**config.mk**
```make
export PLATFORM = sky130hd
export DESIGN_NAME = mole_scheduler
export DESIGN_NICKNAME = d
export VERILOG_FILES = /design/src/rtl/mole_scheduler.sv
export SDC_FILE = /design/constraint.sdc
export NUM_CORES = 1
export LEC_CHECK = 0
export CORE_ASPECT_RATIO = 1.75
export CORE_UTILIZATION = 53
export CTS_CLUSTER_SIZE = 24
export DETAILED_ROUTE_END_ITERATION = 6
export PLACE_DENSITY = 0.8
export SETUP_SLACK_MARGIN = 0.02
export SYNTH_ARGS = -nofsm -noshare
export SYNTH_HDL_FRONTEND = slang
export SYNTH_SLANG_ARGS = --single-unit
```
**constraint.sdc**
```tcl
create_clock -name I_clk -period 3.4 [get_ports I_clk]
set_input_delay 0.34 -clock I_clk [delete_from_list [all_inputs] [get_ports I_clk]]
set_output_delay 0.34 -clock I_clk [all_outputs]
set_load 0.01 [all_outputs]
```
**src/rtl/mole_scheduler.sv**
```systemverilog
// Whack-a-mole round scheduler: random gap, random hole with no immediate repeat,
// hit/miss detection and score/round bookkeeping. All outputs come straight from flops.
module mole_scheduler #(
    parameter int SHOW_TICKS = 20,
    parameter int GAP_MIN    = 4,
    parameter int ROUNDS     = 10
) (
    input  logic        I_clk,
    input  logic        I_rst,
    input  logic        I_start,
    input  logic        I_stop,
    input  logic        I_tick,
    input  logic [15:0] I_rand,
    input  logic [7:0]  I_key,
    output logic [7:0]  O_mole,
    output logic        O_hit,
    output logic        O_miss,
    output logic [7:0]  O_score,
    output logic [7:0]  O_round,
    output logic        O_busy,
    output logic        O_done
);

    typedef enum logic [1:0] {S_IDLE, S_GAP, S_SHOW, S_DONE} state_t;

    state_t     state_q, state_d;
    logic [7:0] gap_cnt_q, gap_cnt_d;
    logic [7:0] gap_tgt_q, gap_tgt_d;
    logic [7:0] show_cnt_q, show_cnt_d;
    logic [2:0] prev_q, prev_d;
    logic [7:0] mole_q, mole_d;
    logic       hit_q, hit_d;
    logic       miss_q, miss_d;
    logic [7:0] score_q, score_d;
    logic [7:0] round_q, round_d;
    logic       busy_q, busy_d;
    logic       done_q, done_d;

    logic [7:0] gap_tgt_new;
    logic [2:0] cand, pos;
    logic       key_hit, last_tick;

    always_comb begin
        gap_tgt_new = 8'(GAP_MIN) + {4'd0, I_rand[11:8]};
        cand        = I_rand[2:0];
        pos         = (cand == prev_q) ? cand + 3'd1 : cand;
        key_hit     = |(I_key & mole_q);
        last_tick   = I_tick && ((show_cnt_q + 8'd1) == 8'(SHOW_TICKS));

        state_d    = state_q;
        gap_cnt_d  = gap_cnt_q;
        gap_tgt_d  = gap_tgt_q;
        show_cnt_d = show_cnt_q;
        prev_d     = prev_q;
        mole_d     = mole_q;
        hit_d      = 1'b0;
        miss_d     = 1'b0;
        score_d    = score_q;
        round_d    = round_q;

        if (I_stop) begin
            // Abort silently: the score and round are kept for display.
            state_d    = S_IDLE;
            mole_d     = 8'd0;
            gap_cnt_d  = 8'd0;
            show_cnt_d = 8'd0;
        end else begin
            case (state_q)
                S_IDLE, S_DONE: begin
                    if (I_start) begin
                        state_d   = S_GAP;
                        score_d   = 8'd0;
                        round_d   = 8'd0;
                        gap_tgt_d = gap_tgt_new;
                        gap_cnt_d = 8'd0;
                        prev_d    = 3'd7;
                    end
                end
                S_GAP: begin
                    if (I_tick) begin
                        if ((gap_cnt_q + 8'd1) == gap_tgt_q) begin
                            state_d    = S_SHOW;
                            mole_d     = 8'd1 << pos;
                            prev_d     = pos;
                            round_d    = round_q + 8'd1;
                            gap_cnt_d  = 8'd0;
                            show_cnt_d = 8'd0;
                        end else begin
                            gap_cnt_d = gap_cnt_q + 8'd1;
                        end
                    end
                end
                S_SHOW: begin
                    // A hit on the final tick still counts as a hit.
                    if (key_hit || last_tick) begin
                        mole_d     = 8'd0;
                        hit_d      = key_hit;
                        miss_d     = !key_hit;
                        show_cnt_d = 8'd0;
                        if (key_hit && score_q != 8'hFF)
                            score_d = score_q + 8'd1;
                        if (round_q == 8'(ROUNDS)) begin
                            state_d = S_DONE;
                        end else begin
                            state_d   = S_GAP;
                            gap_tgt_d = gap_tgt_new;
                            gap_cnt_d = 8'd0;
                        end
                    end else if (I_tick) begin
                        show_cnt_d = show_cnt_q + 8'd1;
                    end
                end
                default: state_d = S_IDLE;
            endcase
        end

        busy_d = (state_d == S_GAP) || (state_d == S_SHOW);
        done_d = (state_d == S_DONE);
    end

    always_ff @(posedge I_clk or posedge I_rst) begin
        if (I_rst) begin
            state_q    <= S_IDLE;
            gap_cnt_q  <= 8'd0;
            gap_tgt_q  <= 8'd0;
            show_cnt_q <= 8'd0;
            prev_q     <= 3'd7;
            mole_q     <= 8'd0;
            hit_q      <= 1'b0;
            miss_q     <= 1'b0;
            score_q    <= 8'd0;
            round_q    <= 8'd0;
            busy_q     <= 1'b0;
            done_q     <= 1'b0;
        end else begin
            state_q    <= state_d;
            gap_cnt_q  <= gap_cnt_d;
            gap_tgt_q  <= gap_tgt_d;
            show_cnt_q <= show_cnt_d;
            prev_q     <= prev_d;
            mole_q     <= mole_d;
            hit_q      <= hit_d;
            miss_q     <= miss_d;
            score_q    <= score_d;
            round_q    <= round_d;
            busy_q     <= busy_d;
            done_q     <= done_d;
        end
    end

    assign O_mole  = mole_q;
    assign O_hit   = hit_q;
    assign O_miss  = miss_q;
    assign O_score = score_q;
    assign O_round = round_q;
    assign O_busy  = busy_q;
    assign O_done  = done_q;

endmodule

```
==> results.toml <==
[job]
max_cap_violations = 0

[clock_tree]
cts_root_buf = "clkbuf_8"
tritoncts = "built"
cts_hold_buf = 0
post_cts_buffers = 0
clockBufferDepth = 2
numCtsBuffers = 5
cts_resized = 0
clk-insertion-delay-late_ns = 0.32
clkSinkCount = 54
htreeDepth = 2
clk_pin_slew_ns = 0.10

[drt]
ant_nets = 0
wl_um = 7720
first_pass_iters = 4
vias_per_cell = 6.14
drc = 0
drt_iter0_markers = 131
vias = 2971
wl_per_cell_um = 15.9

[critical_path]
crit_required_ns = 3.60
start_kind = "flip-flop"
crit_fanout = 8
critPathArrivalTime_ns = 3.07
worst-setup-path-type = "reg -> reg"
timing.rr.start = "gap_cnt_q[0]"
crit_start = "gap_cnt_q[0]"
end_kind = "flip-flop"

[floorplanning]
start_util_pct = 55.4
fp.coreArea_sq_mm = 0.00593
fp-row-count = 37
io_pins = 57
die_h_um = 106
fp.dieArea_sq_mm = 0.00653
die_w_um = 61.5

[sta]
period_needed_ns = 2.87
fin_skew_ns = 0.0112
slew_violations = 0
setup_violations = 0
relSlewSlack_pct = 51.6
finalSetupTns_ns = 0
rsz0062_at_grt = "false"
final_hold_viol_count = 0
max_freq_mhz = 348
finalCritPeriodShare_pct = 84.4
worstMarginPinSlew_ns = 0.722

[grt]
grt-ovfl-total = 0
grt_start_max_net_pins = 32
grt_pass1_vias = 2954
grt_pass1_wl_um = 12800
grt_use_total_pct = 26.1
antenna_found_initial = 0

[finish]
drive_gt1_share_pct = 8.62
nNetsFinal = 444
diodes = 0
area_growth_pct = 19.7
fin_util_pct = 66.3
nFillCells = 511

[synthesis]
avgSynthCellArea_sq_um = 9.12
synth_cell_types = 54
ys.flop_type = "dfrtp_1"
yosysSeqAreaShare_pct = 41.3
synth-seq-cells = 54
synth_warnings = 0
yosysTopAreaCellShare_pct = 38.9
synth_nets = 399
async_flop_share_pct = 100
synth_edf_count = 0
netlist_top_cells_area = "dfrtp_1, o21ai_0, nand2_1"
synth_cells = 360
synth_area_sq_mm = 0.00328
synth_top_area_cell = "dfrtp_1"

[status]
status = "completed"

[power_and_ir_drop]
power_leakage_uw = 0.00161
power_density_mw_per_mm2 = 333
ir_drop_uv = 277

[place]
gp_congestion = 0.967
dp_hpwl_um = 5780
portBuffers = 47

[hold_path]
min_path_type = "in -> async"
[cell families (layout without fill, tap and decap cells)]
| family | after synthesis | count (layout) | synth area share, % |
|---|---|---|---|
| compound gates | 109 | 109 | 22.3 |
| flops | 54 | 54 | 41.3 |
| buf+inv | 29 | 75 | 3.92 |
| xor+xnor | 12 | 12 | 3.20 |
| fa+ha+maj | 10 | 10 | 3.81 |
| mux | 8 | 8 | 2.59 |
| simple gates | 138 | 138 | 22.9 |
[power by group]
part           leakage (uW)  switching [uW]  internal [uW]
Combinational      0.000817             114           82.1
Sequential         0.000733            14.5            662
Clock             0.0000585             216            221
Total               0.00161             345            965
[registers in the layout, summed over array words and instances, names as in the netlist]
register    cells
state_q         2
O_done          1
gap_tgt_q       5
O_miss          1
O_hit           1
show_cnt_q      8
O_busy          1
O_score         8
prev_q          3
gap_cnt_q       8
O_mole          8
O_round         8
[critical path, stage by stage, from the launching register on]
cell and delay, ns:
dfrtp_1 0.48, ha_1 0.35, nand3_1 0.19, xnor2_1 0.25, nand4_1 0.29, or2_1 0.40, o21a_1 0.21, o311a_1 0.31
ha_1 0.29
[Yosys cell counts, types with 4 or more instances]
cell	count
mux2_2	4
a32o_1	5
o2bb2ai_1	5
o21ai_0	34
o21a_1	4
dfrtp_1	51
nand4_1	5
nand2b_1	5
xnor2_1	10
o21ba_2	4
ha_1	10
a22o_1	9
o211ai_1	5
a22oi_1	4
nor3_1	11
and4_1	4
mux2i_1	4
nand3_1	22
clkbuf_1	8
or3_1	5
a21oi_1	19
and2_1	4
and3_1	12
or2_2	4
nor2_1	17
inv_1	15
nand2_1	34
[final timing paths]
check,cells after the start,slack (ns),endpoint
worst max-delay path,8,0.53,O_busy
worst min-delay path,2,0.36,show_cnt_q[6]
worst max register to register,8,0.53,O_busy
worst min register to register,2,0.52,gap_tgt_q[2]
max in group asynchronous,3,2.23,prev_q[0]
min in group I_clk,2,0.52,gap_tgt_q[2]
[cells in the final DEF, fill, tap and decap left out, types with 9 or more instances in the layout]
master,count
nor3_1,11
nand3_1,22
and3_1,12
o21ai_0,34
inv_1,14
nor2_1,17
ha_1,10
a22o_1,9
dfrtp_1,51
clkdlybuf4s50_1,47
nand2_1,34
a21oi_1,19
xnor2_1,10
[layout make-up]
type                       instances  area, sq um  area share (%)
tap                               78         97.6            2.48
sequential                        54         1360            34.5
timing repair buffer              52          508            12.9
multi-input combinational        277         1800            45.8
clock buffer                       5         68.8            1.75
inverter                          15         56.3            1.43
clock inverter                     3         43.8            1.11
[per-stage QoR]
stage | setup WS (ns) | hold slack, ns | instance area (sq um) | total power [uW] | cells
2_1_floorplan | 0.654 | 0.452 | 3280 | 820 | 360
6_report | 0.529 | 0.360 | 3930 | 1310 | 484
3_5_place_dp | 0.562 | 0.500 | 3820 | 885 | 476
4_1_cts | 0.543 | 0.377 | 3930 | 1320 | 484
5_1_grt | 0.371 | 0.432 | 3930 | 1370 | 484
3_3_place_gp | 0.587 | 0.492 | 3820 | 879 | 476
[metal layers]
layer | vias up | GRT usage [%] | wire length, um
met5 | - | 0 | 0
met4 | 0 | 11.9 | 228
met3 | 21 | 4.38 | 364
met2 | 104 | 46.7 | 4180
met1 | 1424 | 28.1 | 2950
li1 | 1422 | - | -
Power figures use the tool's default switching activity.
